--- src/rtl/pan_pkg.sv ---
// Shared PAN constants and the transmit FSM state type, imported by the
// tx, stream and Luhn bridge blocks.
package pan_pkg;

  localparam int PAN_MAX_DIGITS = 19;
  localparam int PAN_MIN_LEN    = 12;
  localparam int PAN_LEN_W      = 5;
  localparam int PAN_NIBBLE_W   = 4;
  localparam int PAN_BCD_MAX    = 9;

  typedef enum logic [2:0] {
    TX_IDLE,
    TX_START,
    TX_DIGIT,
    TX_GAP,
    TX_END
  } tx_state_e;

  function automatic logic is_bcd(input logic [PAN_NIBBLE_W-1:0] nib);
    return (nib <= PAN_NIBBLE_W'(PAN_BCD_MAX));
  endfunction

endpackage

--- src/rtl/pan_bcd_check.sv ---
// Combinational load qualifier: length within [MIN_LEN, MAX_DIGITS] and every
// nibble that will actually be sent is a BCD digit.
module pan_bcd_check
  import pan_pkg::*;
#(
  parameter int MAX_DIGITS = PAN_MAX_DIGITS,
  parameter int MIN_LEN    = PAN_MIN_LEN,
  parameter int LEN_W      = PAN_LEN_W
) (
  input  logic [4*MAX_DIGITS-1:0] i_pan,
  input  logic [LEN_W-1:0]        i_len,
  output logic                    o_load_ok
);

  logic w_digits_ok;
  logic w_len_ok;

  // Nibbles at or beyond the requested length are never transmitted, so skip them.
  always_comb begin
    w_digits_ok = 1'b1;
    for (int k = 0; k < MAX_DIGITS; k++) begin
      if ((LEN_W'(k) < i_len) && !is_bcd(i_pan[4*(MAX_DIGITS-1-k) +: 4])) begin
        w_digits_ok = 1'b0;
      end
    end
  end

  assign w_len_ok  = (i_len >= LEN_W'(MIN_LEN)) && (i_len <= LEN_W'(MAX_DIGITS));
  assign o_load_ok = w_len_ok && w_digits_ok;

endmodule

--- src/rtl/pan_digit_tx.sv ---
// Serialises a packed BCD PAN onto the pan_stream input protocol
// (start, digit beats, pan_end, abort); every output is registered.
module pan_digit_tx
  import pan_pkg::*;
#(
  parameter int MAX_DIGITS = PAN_MAX_DIGITS,
  parameter int MIN_LEN    = PAN_MIN_LEN,
  parameter int GAP        = 0,
  parameter int LEN_W      = PAN_LEN_W
) (
  input  logic                    clk,
  input  logic                    rst_n,
  input  logic                    load,
  input  logic [4*MAX_DIGITS-1:0] pan_in,
  input  logic [LEN_W-1:0]        len_in,
  input  logic                    abort_req,
  output logic                    ready,
  output logic                    busy,
  output logic                    start,
  output logic                    digit_valid,
  output logic [3:0]              digit_in,
  output logic                    pan_end,
  output logic                    abort,
  output logic                    done,
  output logic                    err,
  output logic [LEN_W-1:0]        digits_sent
);

  localparam int PAN_W = 4 * MAX_DIGITS;
  localparam int GAP_W = (GAP > 1) ? $clog2(GAP) : 1;

  tx_state_e        r_state;
  logic [PAN_W-1:0] r_pan;
  logic [LEN_W-1:0] r_len;
  logic [LEN_W-1:0] r_cnt;
  logic [GAP_W-1:0] r_gap_cnt;
  logic             r_ready;
  logic             r_busy;
  logic             r_start;
  logic             r_dv;
  logic [3:0]       r_digit;
  logic             r_pan_end;
  logic             r_abort;
  logic             r_done;
  logic             r_err;

  logic             w_load_ok;
  logic             w_accept;
  logic             w_beat;
  logic [LEN_W-1:0] w_next_cnt;
  logic             w_last;

  pan_bcd_check #(
    .MAX_DIGITS (MAX_DIGITS),
    .MIN_LEN    (MIN_LEN),
    .LEN_W      (LEN_W)
  ) u_check (
    .i_pan     (pan_in),
    .i_len     (len_in),
    .o_load_ok (w_load_ok)
  );

  assign w_accept   = (r_state == TX_IDLE) && r_ready && load && w_load_ok;
  assign w_beat     = (r_state == TX_DIGIT) && !abort_req;
  assign w_next_cnt = r_cnt + LEN_W'(1);
  assign w_last     = (w_next_cnt == r_len);

  // Latched PAN shifts left one nibble per beat so the next digit is always on top.
  always_ff @(posedge clk) begin
    if (w_accept) begin
      r_pan <= pan_in;
      r_len <= len_in;
    end else if (w_beat) begin
      r_pan <= r_pan << 4;
    end
  end

  always_ff @(posedge clk or negedge rst_n) begin
    if (!rst_n) begin
      r_state   <= TX_IDLE;
      r_cnt     <= '0;
      r_gap_cnt <= '0;
      r_ready   <= 1'b1;
      r_busy    <= 1'b0;
      r_start   <= 1'b0;
      r_dv      <= 1'b0;
      r_digit   <= '0;
      r_pan_end <= 1'b0;
      r_abort   <= 1'b0;
      r_done    <= 1'b0;
      r_err     <= 1'b0;
    end else begin
      r_start   <= 1'b0;
      r_dv      <= 1'b0;
      r_digit   <= '0;
      r_pan_end <= 1'b0;
      r_abort   <= 1'b0;
      r_done    <= 1'b0;
      r_err     <= 1'b0;
      case (r_state)
        TX_IDLE: begin
          if (w_accept) begin
            r_state <= TX_START;
            r_ready <= 1'b0;
            r_busy  <= 1'b1;
          end else begin
            // ready/busy settle here one cycle after pan_end or abort.
            r_ready <= 1'b1;
            r_busy  <= 1'b0;
            r_err   <= r_ready && load;
          end
        end
        TX_START: begin
          if (abort_req) begin
            r_abort <= 1'b1;
            r_state <= TX_IDLE;
          end else begin
            r_start <= 1'b1;
            r_cnt   <= '0;
            r_state <= TX_DIGIT;
          end
        end
        TX_DIGIT: begin
          if (abort_req) begin
            r_abort <= 1'b1;
            r_state <= TX_IDLE;
          end else begin
            r_dv      <= 1'b1;
            r_digit   <= r_pan[PAN_W-1 -: 4];
            r_cnt     <= w_next_cnt;
            r_gap_cnt <= '0;
            if (w_last) begin
              r_state <= TX_END;
            end else if (GAP > 0) begin
              r_state <= TX_GAP;
            end
          end
        end
        TX_GAP: begin
          if (abort_req) begin
            r_abort <= 1'b1;
            r_state <= TX_IDLE;
          end else if (r_gap_cnt == GAP_W'(GAP - 1)) begin
            r_state <= TX_DIGIT;
          end else begin
            r_gap_cnt <= r_gap_cnt + GAP_W'(1);
          end
        end
        TX_END: begin
          r_pan_end <= 1'b1;
          r_done    <= 1'b1;
          r_state   <= TX_IDLE;
        end
        default: begin
          r_state <= TX_IDLE;
        end
      endcase
    end
  end

  assign ready       = r_ready;
  assign busy        = r_busy;
  assign start       = r_start;
  assign digit_valid = r_dv;
  assign digit_in    = r_digit;
  assign pan_end     = r_pan_end;
  assign abort       = r_abort;
  assign done        = r_done;
  assign err         = r_err;
  assign digits_sent = r_cnt;

endmodule

--- config.mk ---
export PLATFORM = sky130hd
export DESIGN_NAME = pan_digit_tx
export DESIGN_NICKNAME = d
export VERILOG_FILES = /design/src/rtl/pan_pkg.sv /design/src/rtl/pan_bcd_check.sv /design/src/rtl/pan_digit_tx.sv
export SDC_FILE = /design/constraint.sdc
export NUM_CORES = 1
export LEC_CHECK = 0
export CAP_MARGIN = 20
export CORE_MARGIN = 3
export CORE_UTILIZATION = 45
export CTS_BUF_LIST = sky130_fd_sc_hd__clkbuf_4 sky130_fd_sc_hd__clkbuf_8 sky130_fd_sc_hd__clkbuf_16
export DETAILED_ROUTE_END_ITERATION = 10
export PLACE_DENSITY = 0.78
export SLEW_MARGIN = 20
export SYNTH_ARGS = -nofsm -noshare
export SYNTH_HDL_FRONTEND = slang
export SYNTH_SLANG_ARGS = --single-unit
--- constraint.sdc ---
create_clock -name clk -period 5.59 [get_ports clk]
set_input_delay 0.8385 -clock clk [delete_from_list [all_inputs] [get_ports clk]]
set_output_delay 0.8385 -clock clk [all_outputs]
set_load 0.005 [all_outputs]
After elaboration in Yosys (flattened, before gate mapping)
Index checks and enable logic that the tools add are counted.

Flip-flop bits (word level): 101. Input port bits: 85. Output and inout port bits: 17. Word-level logic and storage cells: 167.

Add/subtract/negate cells: 2. Order comparisons: 40. Equality and inequality tests: 11. Multiplexer cells: 47. Reduce and logical (&&, ||, !) cells: 54.

Operators with widths (count): two-way mux 76 bit (2); <= comparator 4 bit (second input constant) (19); less-than comparator 4 x 5 -> 1 bit (first input constant) (8); two-way mux 1 bit (32); logical AND 1 bit (26); logical NOT 1 bit (20); less-than comparator 3 x 5 -> 1 bit (first input constant) (4); less-than comparator 5 bit (first input constant) (3); two-way mux 3 bit (5); case mux 3 bit (4 select lines) (1); less-than comparator 1 x 5 -> 1 bit (first input constant) (2); less-than comparator 2 x 5 -> 1 bit (first input constant) (2); two-way mux 5 bit (2); case mux 5 bit (2 select lines) (1); AND reduction 3 bit (3); two-way mux 4 bit (2); inequality test 2 bit (second input constant) (4); == test 3 x 2 -> 1 bit (second input constant) (2); inequality test 3 bit (second input constant) (2); nonzero test 2 bit (3); adder 5 x 1 -> 5 bit (second input constant) (1); == test 5 bit (1); greater-or-equal comparator 5 x 4 -> 1 bit (second input constant) (1); <= comparator 5 bit (second input constant) (1); 7 further kinds (7).

Logic depth before layout (Yosys ltp)
Gate-level depths: netlist of run 1.

Word-level depth: 26. Depth in mapped cells: 9. Depth with buffers taken out: 7.

Cells and area by module
From an unflattened synthesis of run 1, not the netlist that was laid out.

Cell total of the unflattened synthesis: 470. Area total of the unflattened synthesis: 4669.5 µm².

Modules (own cells, without submodules): pan_digit_tx (instances 1, cells an instance 412, area an instance 4306.6 µm², seq. area each 2934.1 µm²); pan_bcd_check (instances 1, cells an instance 58, area an instance 362.8 µm², seq. area each 0.0 µm²).

Worst setup path after synthesis of run 1
Ideal clock, no wire load.

Kind: input -> register. Start: input len_in[3]. End: register r_pan[0], enable pin. Library setup time: 436 ps. Arrival time: 3937 ps. Required time: 5154 ps. Path slack: 1216 ps. Stages: 9. Path buffers: 3. Path through: buf_2 nor4_1 a21oi_1 nor2_1 o2111ai_1 or3_1 buf_6 buf_6 nand2_1.

Word-level cells in the longest chain between the ends: 24. Elaborated cells on any way between the ends: 63. Classes of those cells: order compare: 21; mux: 19; reduce/logical: 23.

Ends and longest elaborated chain: start: declaration (RTL line pan_digit_tx.sv:15) `input logic [LEN_W-1:0] len_in,`; less-than comparator 1 x 5 -> 1 bit (RTL line pan_bcd_check.sv:22) `if ((LEN_W'(k) < i_len) && !is_bcd(i_pan[4*(MAX_DIGITS-1-k) +: 4])) begin`; logical AND 1 bit (RTL line pan_bcd_check.sv:22); two-way mux 1 bit (19 in series) (RTL line pan_bcd_check.sv:22); logical AND 1 bit * (RTL line pan_bcd_check.sv:29) `assign o_load_ok = w_len_ok && w_digits_ok;`; logical AND 1 bit * (RTL line pan_digit_tx.sv:63) `assign w_accept = (r_state == TX_IDLE) && r_ready && load && w_load_ok;`; nonzero test 2 bit (no line) *; end signal: assignment (RTL line pan_digit_tx.sv:71) `r_pan <= pan_in;`; end signal: assignment (RTL line pan_digit_tx.sv:74) `r_pan <= r_pan << 4;`; end: declaration (RTL line pan_digit_tx.sv:33) `logic [PAN_W-1:0] r_pan;`.

Mark *: on every way between the ends. The rest lies on a longest branch, timed or not. A chain may end at the register's enable or synchronous reset.

Worst setup path in the final report of run 1
Start: input len_in[1]. End: register r_pan[34], data pin.

Word-level cells in the longest chain between the ends: 24. Elaborated cells on any way between the ends: 63. Classes of those cells: order compare: 21; mux: 20; reduce/logical: 22.

Ends and longest elaborated chain: less-than comparator 1 x 5 -> 1 bit (RTL line pan_bcd_check.sv:22); logical AND 1 bit (RTL line pan_bcd_check.sv:22); two-way mux 1 bit (19 in series) (RTL line pan_bcd_check.sv:22); logical AND 1 bit * (RTL line pan_bcd_check.sv:29); logical AND 1 bit * (RTL line pan_digit_tx.sv:63); two-way mux 76 bit * (RTL line pan_digit_tx.sv:70) `if (w_accept) begin`.

Marked as above.

==> results of run 1 <==
[critical path: cells and delay by family]
kind / cells / cell delay (ps)
buf+inv: 2 / 1260
mux: 1 / 400
simple gates: 2 / 660
compound gates: 3 / 870
[stage by stage]
stage               cells  setup WS [ps]  hold WS (ps)  total power, µW  util [%]
finish                551           1650           461             1750      58.7
global route          551           1510           475             1830      58.7
CTS                   551           1750           467             1760      58.7
detailed placement    535           1360           439             1310      56.8
global placement      535           1560           430             1300      56.8
floorplan             311           1220           427             1160         -
[layout by cell type, fill, tap and decap left out, drive strengths merged, types with 2 or more instances in the layout]
cell / synthesis / routed
clkdlybuf4s50: 0 / 101
edfxtp: 81 / 81
mux2: 73 / 73
o21ai: 23 / 23
dfrtp: 19 / 19
nor2: 18 / 18
nand2: 15 / 15
clkbuf: 2 / 11
and2: 9 / 9
inv: 2 / 7
nor3: 6 / 6
a21oi: 6 / 6
nand3: 5 / 5
xor2: 5 / 5
o21a: 3 / 3
o211ai: 3 / 3
xnor2: 3 / 3
nor4: 3 / 3
a31oi: 2 / 2
buf: 13 / 2
a211oi: 2 / 2
[area by class of cell]
| type | count | area, µm² | area share, % |
|---|---|---|---|
| sequential | 101 | 2930 | 48.2 |
| multi-input combinational | 193 | 1760 | 29.0 |
| timing repair buffer | 103 | 1030 | 16.8 |
| tap | 136 | 170 | 2.79 |
| clock buffer | 11 | 151 | 2.49 |
| clock inverter | 5 | 38.8 | 0.637 |
| inverter | 2 | 7.51 | 0.123 |
[logic make-up (layout without fill, tap and decap cells)]
kind of cell | after synthesis | count (layout) | synth area share, %
AND/OR/NAND/NOR | 61 | 61 | 6.25
flip-flops | 101 | 101 | 61.1
adder cells (fa/ha/maj) | 1 | 1 | 0.260
AO/OA/AOI/OAI | 50 | 50 | 6.54
multiplexers | 73 | 73 | 21.6
buffers and inverters | 17 | 121 | 2.76
XOR/XNOR | 8 | 8 | 1.46
[flip-flops by register name, summed over array words and instances, names as in the netlist]
| name | flops |
|---|---|
| digit_valid | 1 |
| r_pan | 76 |
| abort | 1 |
| ready | 1 |
| digit_in | 4 |
| r_len | 5 |
| r_state | 3 |
| done | 1 |
| err | 1 |
| busy | 1 |
| start | 1 |
| digits_sent | 5 |
| r_gap_cnt | 1 |
[layer usage]
metal	up-vias	global-route usage (%)	wire (µm)	share of wire (%)
met3	15	4.11	763	7.9
met5	-	0	0	0
li1	1375	-	-	-
met4	0	7.03	161	1.7
met1	1417	24.0	4430	46
met2	127	24.2	4340	45
[power by group through the flow]
stage	Combinational (µW)	Clock (µW)	Sequential [µW]
2_1_floorplan	184	0	977
3_3_place_gp	319	0	985
3_5_place_dp	327	0	987
4_1_cts	328	461	972
5_1_grt	360	491	983
6_report	327	453	972
[worst min path at each step]
stage | from | to | slack [ps] | cells after the start
after floorplan | r_pan[72] | digit_in[0] | 430 | 1
after global placement | r_pan[75] | digit_in[3] | 430 | 1
after detailed placement | r_pan[72] | digit_in[0] | 440 | 1
after CTS | r_pan[72] | digit_in[0] | 470 | 1
after global routing | r_pan[72] | digit_in[0] | 480 | 1
final | r_pan[72] | digit_in[0] | 460 | 1
==> run summary, run 1 <==
The count of flip-flops with a built-in enable after synthesis came out at 81. The count of instances resized after the clock tree is built came out at 0. The final worst clock skew came out at 10.5 ps. The pin count of the biggest net entering global routing came out at 77. The global route total overflow is 0. In this run the count of I/O pins placed on the die edge is 102.

STA classifies the critical path startpoint as an input pin. The residual DRC count is 0. The number of distinct library cells after synthesis is 44. The clock sink total came out at 101. The fraction of synthesized cell area taken by the top area cell type came out at 50.6%. The worst-case headroom to the max-slew limit came out at 33.9%. The iteration-0 DRC count of the detailed router is 246.

The run finished with clean final reports. For the pin with the worst max-slew slack, the measured transition is 992 ps. The power per cell area is 288 nW/µm².

Clock latency on the worst-skew pair, taken at its later pin, is 360 ps. In this run the critical register-to-register path is launched from r_state[0]. The combinational power share is 18.7%. The placeable core area is 10400 µm². The layout filler cell count came out at 812. The clock period could shrink to 3940 ps. The fraction of the cycle the final worst path needs is 70.4%. The sequential share of power is 55.5%. The fmax is 0.254 GHz. The library cell with the highest instance count after synthesis is edfxtp_1. For this design the static power due to leakage is 0.00238 µW. The average instance in the mapped netlist occupies 15.4 µm². In the synthesized netlist, the cells that appear most often are edfxtp_1, mux2_4, o21ai_0. The count of yosys warnings during synthesis is 0. The worst register-to-register path has a setup slack of 2480 ps. The setup TNS after final layout came out at 0 ps.

Routability-driven placement finished with a final weighted congestion of 0.747. Summed over all instances, the cell type with the most area after synthesis is edfxtp_1. In this run the critical register-to-register path is captured at r_pan[10]. Summing all placed instances gives a cell area of 5890 µm². The number of antenna violations at the first check in global routing is 0. The switching power of the nets is 448 µW. The worst hold path belongs to the class flop to flop.

The mapped cell area came out at 4800 µm². The hold buffer count at cts is 0. The cell sitting at the root of the clock tree is a clkbuf_8. Summing the sequential cell areas from Yosys gives 61.1% of the chip area. Net switching is 25.6% of the power.

Data arrives at the worst endpoint at 4060 ps. The post-CTS repair timing setup buffer count came out at 0. The area growth from synthesis to layout came out at 26.8%. The final hold violation count is 0.

The logic depth of the worst register-to-register path is 4. The fraction of final layout cells sized beyond drive strength 1 came out at 23.9%. The post-DP HPWL came out at 6.83 mm.

The flip-flop and latch count after synthesis is 101. The max-cap violation count is 0. The mean number of vias per cell came out at 5.32. The via count of the first global-routing pass came to 2921. The number of instances in the synthesized netlist is 311. The largest individual stage delay along the critical path comes from the cell clkdlybuf4s50_1. TritonCTS built the clock tree. The most common flop cell mapped by yosys is edfxtp_1. The number of nets in the synthesized netlist is 397. The worst setup path is captured at a flop. The maximum root-to-sink buffer count came out at 2. For this block, the via count after detailed routing is 2934. The summed area of non-filler cells in the final layout came out at 6090 µm². The fraction of synthesis flops using an asynchronous set or reset pin came out at 19.8%.

Walking the worst path, the cells encountered are clkdlybuf4s50_1 -> o21a_1 -> a211oi_1 -> o32ai_1 -> nand4b_1 -> or3_4 -> buf_4 -> mux2_2. The final layout contains routed wiring with a total length of 9.69 mm. The highest ir drop seen on vdd came out at 0.157 mV. The most critical setup path has its startpoint at len_in[1]. The share of total power dissipated in the clock network is 25.9%. The repair_antennas step left the layout with diodes totalling 0. The post-detailed-route wirelength per cell is 17.6 µm. Before antenna repair, the detailed router went through 4 iterations. The die is 109 µm wide.

The critical path ends at r_pan[34]. The total count of max-transition violations in the final report is 0. Clock-pin slew was measured on the worst setup and hold paths at 90 ps. The post-layout net count is 496. Along the worst path, the maximum fanout reaches 33. The wire length of the first global-routing pass came out at 14.9 mm. The internal power consumption came out at 1300 µW. Setup repair after global routing left no endpoint under its margin. On the worst path, the slowest cell contributes a delay of 720 ps.

Input and output buffers added on the ports amount to 101. The height of the die came out at 109 µm. The global routing usage summed across all routing layers came out at 16.7%. The critical path class is input pin to flop.

The floorplan die area came out at 11900 µm². The initial standard-cell utilization of the core came out at 46.3%. The detail route stage leaves a number of antenna-violating nets equal to 0. The number of clock buffers inserted by TritonCTS came out at 9. The number of rows created at floorplan is 37. The required time of the worst setup path came out at 5710 ps. The final number of setup-violating endpoints came out at 0. By area the synthesized netlist is led by edfxtp_1, mux2_4, dfrtp_1, mux2_2, o21ai_0. The depth of the CTS H-tree is 3.
No activity file was read; power rests on OpenSTA's default activity.
==> run 2, diff against run 1 <==
clock period = 3.9 ns   (was 5.59 ns; I/O delays follow)
==> run 2 against run 1 <==
Against the previous run:
- total power up 39%
- register-to-register slack worse by 1100 ps
- clock power up 26%
- die area unchanged
- sequential power up 43%
- critical path depth unchanged
- count of clock-buffer cells in the layout down 2
- combinational power up 46%
- global-route usage down 0.78 points
- clock skew up 5.1 ps
- flip-flop and latch count unchanged
- largest cell class unchanged
- largest power group unchanged
==> run summary, run 2 (synthesis gave the netlist of run 1 again) <==
The met3 routed wirelength is 725 µm (-5.0%). The fraction of final layout cells sized beyond drive strength 1 came out at 23.9% (+0.068 points). The largest fanout of any net on the critical path came out at 34 (+3.0%). The flip-flop count of the largest register after layout came out at 76 (unchanged). The area of the multi-input gates came to 1760 µm² (-0.50%).

The max-cap violation count was 0 (unchanged). The most flop-heavy register is r_pan. The most common cell after layout, fill and taps aside is clkdlybuf4s50_1.

The worst hold path begins at r_pan[73]. The mean number of vias per cell is 5.22 (-1.9%). The depth of the CTS H-tree is 3 (unchanged).

The layout filler cell count came out at 836 (+3.0%). The post-layout net count came out at 499 (+0.60%). The capture instance of the worst register-to-register path is r_pan[9]. The total chip power is 2440 µW (+39%). The global routing usage summed across all routing layers was 15.9% (-0.78 points). The final hold slack came out at 454 ps (-7.01 ps). The run finished with clean final reports. The worst hold path belongs to the class flop to flop.

The top routing layer in use is met4. The total wirelength of the detailed-routed design is 9.41 mm (-2.9%). The total number of vias is 2893 (-1.4%). The height of the die came out at 109 µm (unchanged). The worst-case headroom to the max-slew limit is 43.8% (+9.9 points). The critical path is of the input pin to flop type. The pin count of the biggest net entering global routing came out at 43 (-44%). Walking the worst path, the cells encountered are clkdlybuf4s50_1 -> nor2_2 -> a21oi_1 -> nor4_2 -> nand4b_1 -> or3_4 -> nand2_4 -> buf_4.

The number of antenna violations at the first check in global routing came to 0 (unchanged). The amount of wire on met2 after detailed routing came out at 4.34 mm (about the same). The post-DP HPWL came out at 6.99 mm (+2.4%). The die outline width is 109 µm (unchanged). The library cell used as clock root buffer is clkbuf_8. The post-detailed-route wirelength per cell is 17.0 µm (-3.4%).

The maximum root-to-sink buffer count is 2 (unchanged). The leakage power figure was 0.00238 µW (about the same). The power per cell area is 398 nW/µm² (+38%).

The worst setup margin is 790 ps (-863 ps). The number of iterations in the first detailed-routing pass came out at 4 (unchanged). The number of rows created at floorplan is 37 (unchanged). The stage delay of the slowest cell on the critical path came to 700 ps (-20 ps). The wire length of the first global-routing pass is 14.3 mm (-3.7%). The register-to-register path setup slack came out at 1350 ps (-1130 ps). The placeable core area came out at 10400 µm² (unchanged). The worst setup path is launched from an input pin. The shortest clock period the worst path allows after layout is 3110 ps. The CTS tree is done. The number of placed I/O pins is 102 (unchanged).

The post-placement worst setup slack came out at 465 ps (-892 ps). The hold buffer count at cts is 0 (unchanged). The category of the worst setup path capture point is a flop. The worst register-to-register path begins at r_state[0].

Setup repair after global routing left no endpoint under its margin. The required time of the worst setup path came out at 3900 ps (-1810 ps). The clock sink total came out at 101 (unchanged). The final number of setup-violating endpoints is 0 (unchanged). The antenna diode count came out at 0 (unchanged). The iteration-0 DRC count of the detailed router is 243 (-1.2%). The via count of the first global-routing pass is 2787 (-4.6%). The global route total overflow was 0 (unchanged). The residual DRC count came out at 0 (unchanged).

The quantity of I/O buffers inserted on ports was 101 (unchanged). The fmax is 0.322 GHz. In this run the worst setup path begins at len_in[4]. The most critical setup path has its endpoint at r_pan[9].

The floorplan die area is 11900 µm² (unchanged). The total count of max-transition violations in the final report is 0 (unchanged). The transition at the pin with the smallest max-transition slack is 841 ps (-151 ps). The register cell area after layout came out at 2930 µm² (unchanged). The wire length on met1 is 4.23 mm (-4.4%). The area growth from synthesis to layout is 27.4%. The final worst clock skew came out at 15.6 ps (+5.13 ps). The weighted congestion at the end of routability-driven global placement is 0.785 (+5.1%). The number of clock buffers inserted by TritonCTS was 9 (unchanged). The logic depth of the worst register-to-register path is 5 (+1). The number of nets still failing antenna checks after routing is 0 (unchanged).

The clock latency on the worst-skew pair is 350 ps (about the same). The final hold violation count came out at 0 (unchanged). The fraction of the cycle the final worst path needs is 79.7%. The highest ir drop seen on vdd is 0.184 mV (+17%). Among all stages on the critical path, the largest delay is contributed by clkdlybuf4s50_1. The setup TNS after final layout came out at 0 ps (unchanged).

The arrival time reported for the critical path endpoint came out at 3110 ps (-950 ps). The initial standard-cell utilization of the core came to 46.3% (unchanged). The clock input transition at the sequential cells of the worst setup and hold paths is 90 ps (about the same). The count of instances resized after the clock tree is built came out at 0 (unchanged). The post-CTS repair timing setup buffer count came out at 0 (unchanged).

The library cells used most frequently in the layout, excluding fill and tap cells, are clkdlybuf4s50_1, edfxtp_1, mux2_4.
-- run 2: changes by cell type in the layout (fill, tap and decap cells not counted), sizes merged --
cell and change:
clkbuf -2, inv -5, buf +3, clkinvlp +2
clkinv +5
-- run 2: worst min path at each step --
stage	to	cells after the start
global route	digit_in[1]	1
CTS	digit_in[1]	1
finish	digit_in[1]	1
global placement	digit_in[2]	1
floorplan	abort	0
detailed placement	digit_in[0]	1
-- run 2: per-stage QoR --
step / util (%) / cell area, µm² / std cells
2_1_floorplan: - / 4810 / 311
3_3_place_gp: 57.4 / 5950 / 538
3_5_place_dp: 57.4 / 5950 / 538
4_1_cts: 59.0 / 6120 / 554
5_1_grt: 59.0 / 6120 / 554
6_report: 59.0 / 6120 / 554
-- run 2: cell type report --
class                   instances  area share (%)
flip-flops and latches        101            47.9
multi-input cells             193            28.7
repair buffers                106            17.7
well taps                     136            2.78
clock buffers                   9            2.02
clock inverters                 7           0.695
inverters                       2           0.123
-- run 2: critical path: cells and delay by family --
family | cells | cell delay [ps]
AND/OR/NAND/NOR | 5 | 1310
buffers and inverters | 2 | 1080
AO/OA/AOI/OAI | 1 | 110
-- run 2: power breakdown --
| group | leakage, µW | internal [µW] | switching, µW |
|---|---|---|---|
| clock network | 0.0000802 | 227 | 343 |
| logic | 0.00130 | 273 | 205 |
| registers | 0.000999 | 1330 | 62.3 |
-- run 2: layer usage --
layer	vias to the layer above	track usage (%)
met2	111	24.9
met4	0	4.72
met3	9	3.99
met5	-	0
met1	1395	22.0
li1	1378	-
==> run 3, diff against run 2 <==
clock period = 2.9 ns   (was 3.9 ns; I/O delays follow)
==> run 3 against run 2 <==
Against the previous run:
- final cell count grew 4.2%
- clock power increased by 48%
- largest cell class unchanged
- critical endpoint is now r_pan[23]
- total power up 40%
- register-to-register slack worse by 780 ps
==> run summary, run 3 (synthesis gave the netlist of run 1 again) <==
The total count of max-transition violations in the final report came out at 0 (unchanged). The final worst clock skew is 12.3 ps (-3.36 ps). The post-DP HPWL came out at 7.50 mm (+7.2%). The maximum root-to-sink buffer count was 2 (unchanged). The total wirelength of the detailed-routed design was 9.74 mm (+3.5%). The global route total overflow is 0 (unchanged). The top cell types in the final layout, fill and taps aside, are clkdlybuf4s50_1, edfxtp_1, mux2_4. The internal power consumption is 2540 µW (+39%). The number of rows created at floorplan is 37 (unchanged).

The clock input transition at the sequential cells of the worst setup and hold paths is 100 ps (about the same). The max-cap violation count came to 0 (unchanged). The startpoint identified for the worst register-to-register timing path is r_state[0]. The number of standard cells in the layout, taps in and fillers out is 577 (+4.2%). Of the available clock period, the critical path in the final layout requires 93.8%. The quantity of I/O buffers inserted on ports came out at 101 (unchanged).

The fmax came out at 0.368 GHz. The switching share of power came out at 25.4% (+0.39 points). The library cell used most frequently in the layout, excluding fill and tap cells, is clkdlybuf4s50_1. The critical path in this run is classified as input pin to flop. The final hold violation count is 0 (unchanged).

The mean number of vias per cell was 5.19 (-0.70%). The arrival time reported for the critical path endpoint came out at 2830 ps (-280 ps). STA classifies the critical path startpoint as an input pin.

The startpoint identified for the worst hold timing path is r_pan[74]. The iteration-0 DRC count of the detailed router is 126 (-48%). The post-layout net count is 522 (+4.6%). The stage delay of the slowest cell on the critical path is 540 ps (-160 ps).

The post-detailed-route wirelength per cell came out at 16.9 µm (-0.59%). The combinational power share is 20.4% (+0.8 points). The run finished with clean final reports.

TritonCTS built the clock tree. The summed area of non-filler cells in the final layout is 6350 µm² (+3.7%). The launch point of the critical path is len_in[0]. The post-placement cell count came to 561 (+4.3%).

The switching power of the nets came out at 866 µW (+42%). The final number of setup-violating endpoints is 0 (unchanged). The sequential share of power is 54.8% (-2.2 points). The weighted congestion at the end of routability-driven global placement came to 0.847 (+7.9%). The height of the die came out at 109 µm (unchanged).

The antenna diode count came to 0 (unchanged). The placeable core area is 10400 µm² (unchanged). The cell type of the slowest stage on the worst timing path is clkdlybuf4s50_1. The leakage power figure is 0.00252 µW (+5.8%). The final hold slack is 460 ps (+5.23 ps). The cell sitting at the root of the clock tree is a clkbuf_8.

The floorplan die area came out at 11900 µm² (unchanged). The initial standard-cell utilization of the core was 46.3% (unchanged). The flip-flop count of the largest register after layout came to 76 (unchanged). The number of nets still failing antenna checks after routing was 0 (unchanged). The power per cell area came to 537 nW/µm² (+35%). The number of antenna violations at the first check in global routing was 0 (unchanged).

The total number of vias is 2992 (+3.4%). The clock latency on the worst-skew pair was 360 ps (about the same). The final standard cell utilization of the core came out at 61.2% (+2.2 points). The number of placed I/O pins is 102 (unchanged).

The highest ir drop seen on vdd is 0.311 mV (+69%). The post-CTS repair timing setup buffer count came out at 0 (unchanged). The largest fanout of any net on the critical path is 26 (-24%). The residual DRC count came to 0 (unchanged). The signal on the critical path passes through clkdlybuf4s50_1 -> o21a_1 -> a211oi_1 -> o32ai_1 -> nand4b_1 -> or3_4 -> buf_12 -> mux2_4. The pin count of the biggest net entering global routing is 27 (-37%). Counting I/O delays and the setup requirement, the final critical path takes 2720 ps. The number of iterations in the first detailed-routing pass is 5 (+1). The hold buffer count at cts is 0 (unchanged). The clock network fraction of total power came out at 24.8% (+1.4 points). The worst-case headroom to the max-slew limit is 41.2% (-2.6 points).

The fraction of final layout cells sized beyond drive strength 1 was 28.3% (+4.4 points). The depth of the CTS H-tree is 3 (unchanged). Setup repair after global routing left no endpoint under its margin. The transition at the pin with the smallest max-transition slack came out at 880 ps (+38.8 ps). The wire length of the first global-routing pass is 15.2 mm (+6.2%). The via count of the first global-routing pass is 3035 (+8.9%). The global routing usage summed across all routing layers came out at 16.7% (+0.86 points).

The register with the most flip-flops in the final layout is r_pan. The required time of the worst setup path is 3010 ps (-890 ps). The worst setup path is captured at a flop.

The count of instances resized after the clock tree is built was 0 (unchanged). The clock sink total is 101 (unchanged). The die outline width was 109 µm (unchanged). The total placed instance area came to 6150 µm² (+3.3%). The area growth from synthesis to layout is 32.1%. In this run the worst hold path is classified as flop to flop. The number of clock buffers inserted by TritonCTS came out at 9 (unchanged).
## run 3: per-stage QoR
step	worst slack, ps	TNS [ps]	power, µW
finish	181	0	3410
detailed placement	-161	-10980	2600
floorplan	88.9	0	2230
CTS	239	0	3440
global placement	-85.3	-5000	2570
global route	143	0	3580
## run 3: power by group through the flow
stage | registers [µW] | logic, µW | clock network, µW
final | 1870 | 694 | 846
after global routing | 1890 | 761 | 934
after CTS | 1870 | 702 | 872
after detailed placement | 1900 | 700 | 0
after global placement | 1890 | 680 | 0
after floorplan | 1870 | 358 | 0
## run 3: path summary, 6_finish.rpt
| path | end | slack (ps) | cells past startpoint |
|---|---|---|---|
| min in group asynchronous | digit_valid | 560 | 1 |
| setup / recovery | r_pan[23] | 180 | 8 |
| hold / removal | digit_in[2] | 460 | 1 |
| hold reg to reg | digit_in[2] | 460 | 1 |
| setup reg to reg | r_pan[23] | 570 | 6 |
| max in group asynchronous | err | 1790 | 1 |
## run 3: cell type report
cell class,count,area (µm²)
Clock buffer,10,138
Clock inverter,6,57.6
Fill cell,811,4020
Inverter,2,7.51
Multi-Input combinational cell,193,1760
Sequential cell,101,2930
Tap cell,136,170
Timing Repair Buffer,129,1280
## run 3: critical path: cells and delay by family
family	cells	cell delay (ps)
buf+inv	2	750
compound gates	3	690
simple gates	2	640
mux	1	300
## run 3: metal layers
metal  vias to the layer above  part of all wire [%]  global-route usage, %
met4                         0                  0.43                   2.49
met5                         -                     0                      0
met2                        97                    49                   28.1
li1                       1425                     -                      -
met3                         5                   6.4                   4.58
met1                      1465                    44                   22.4
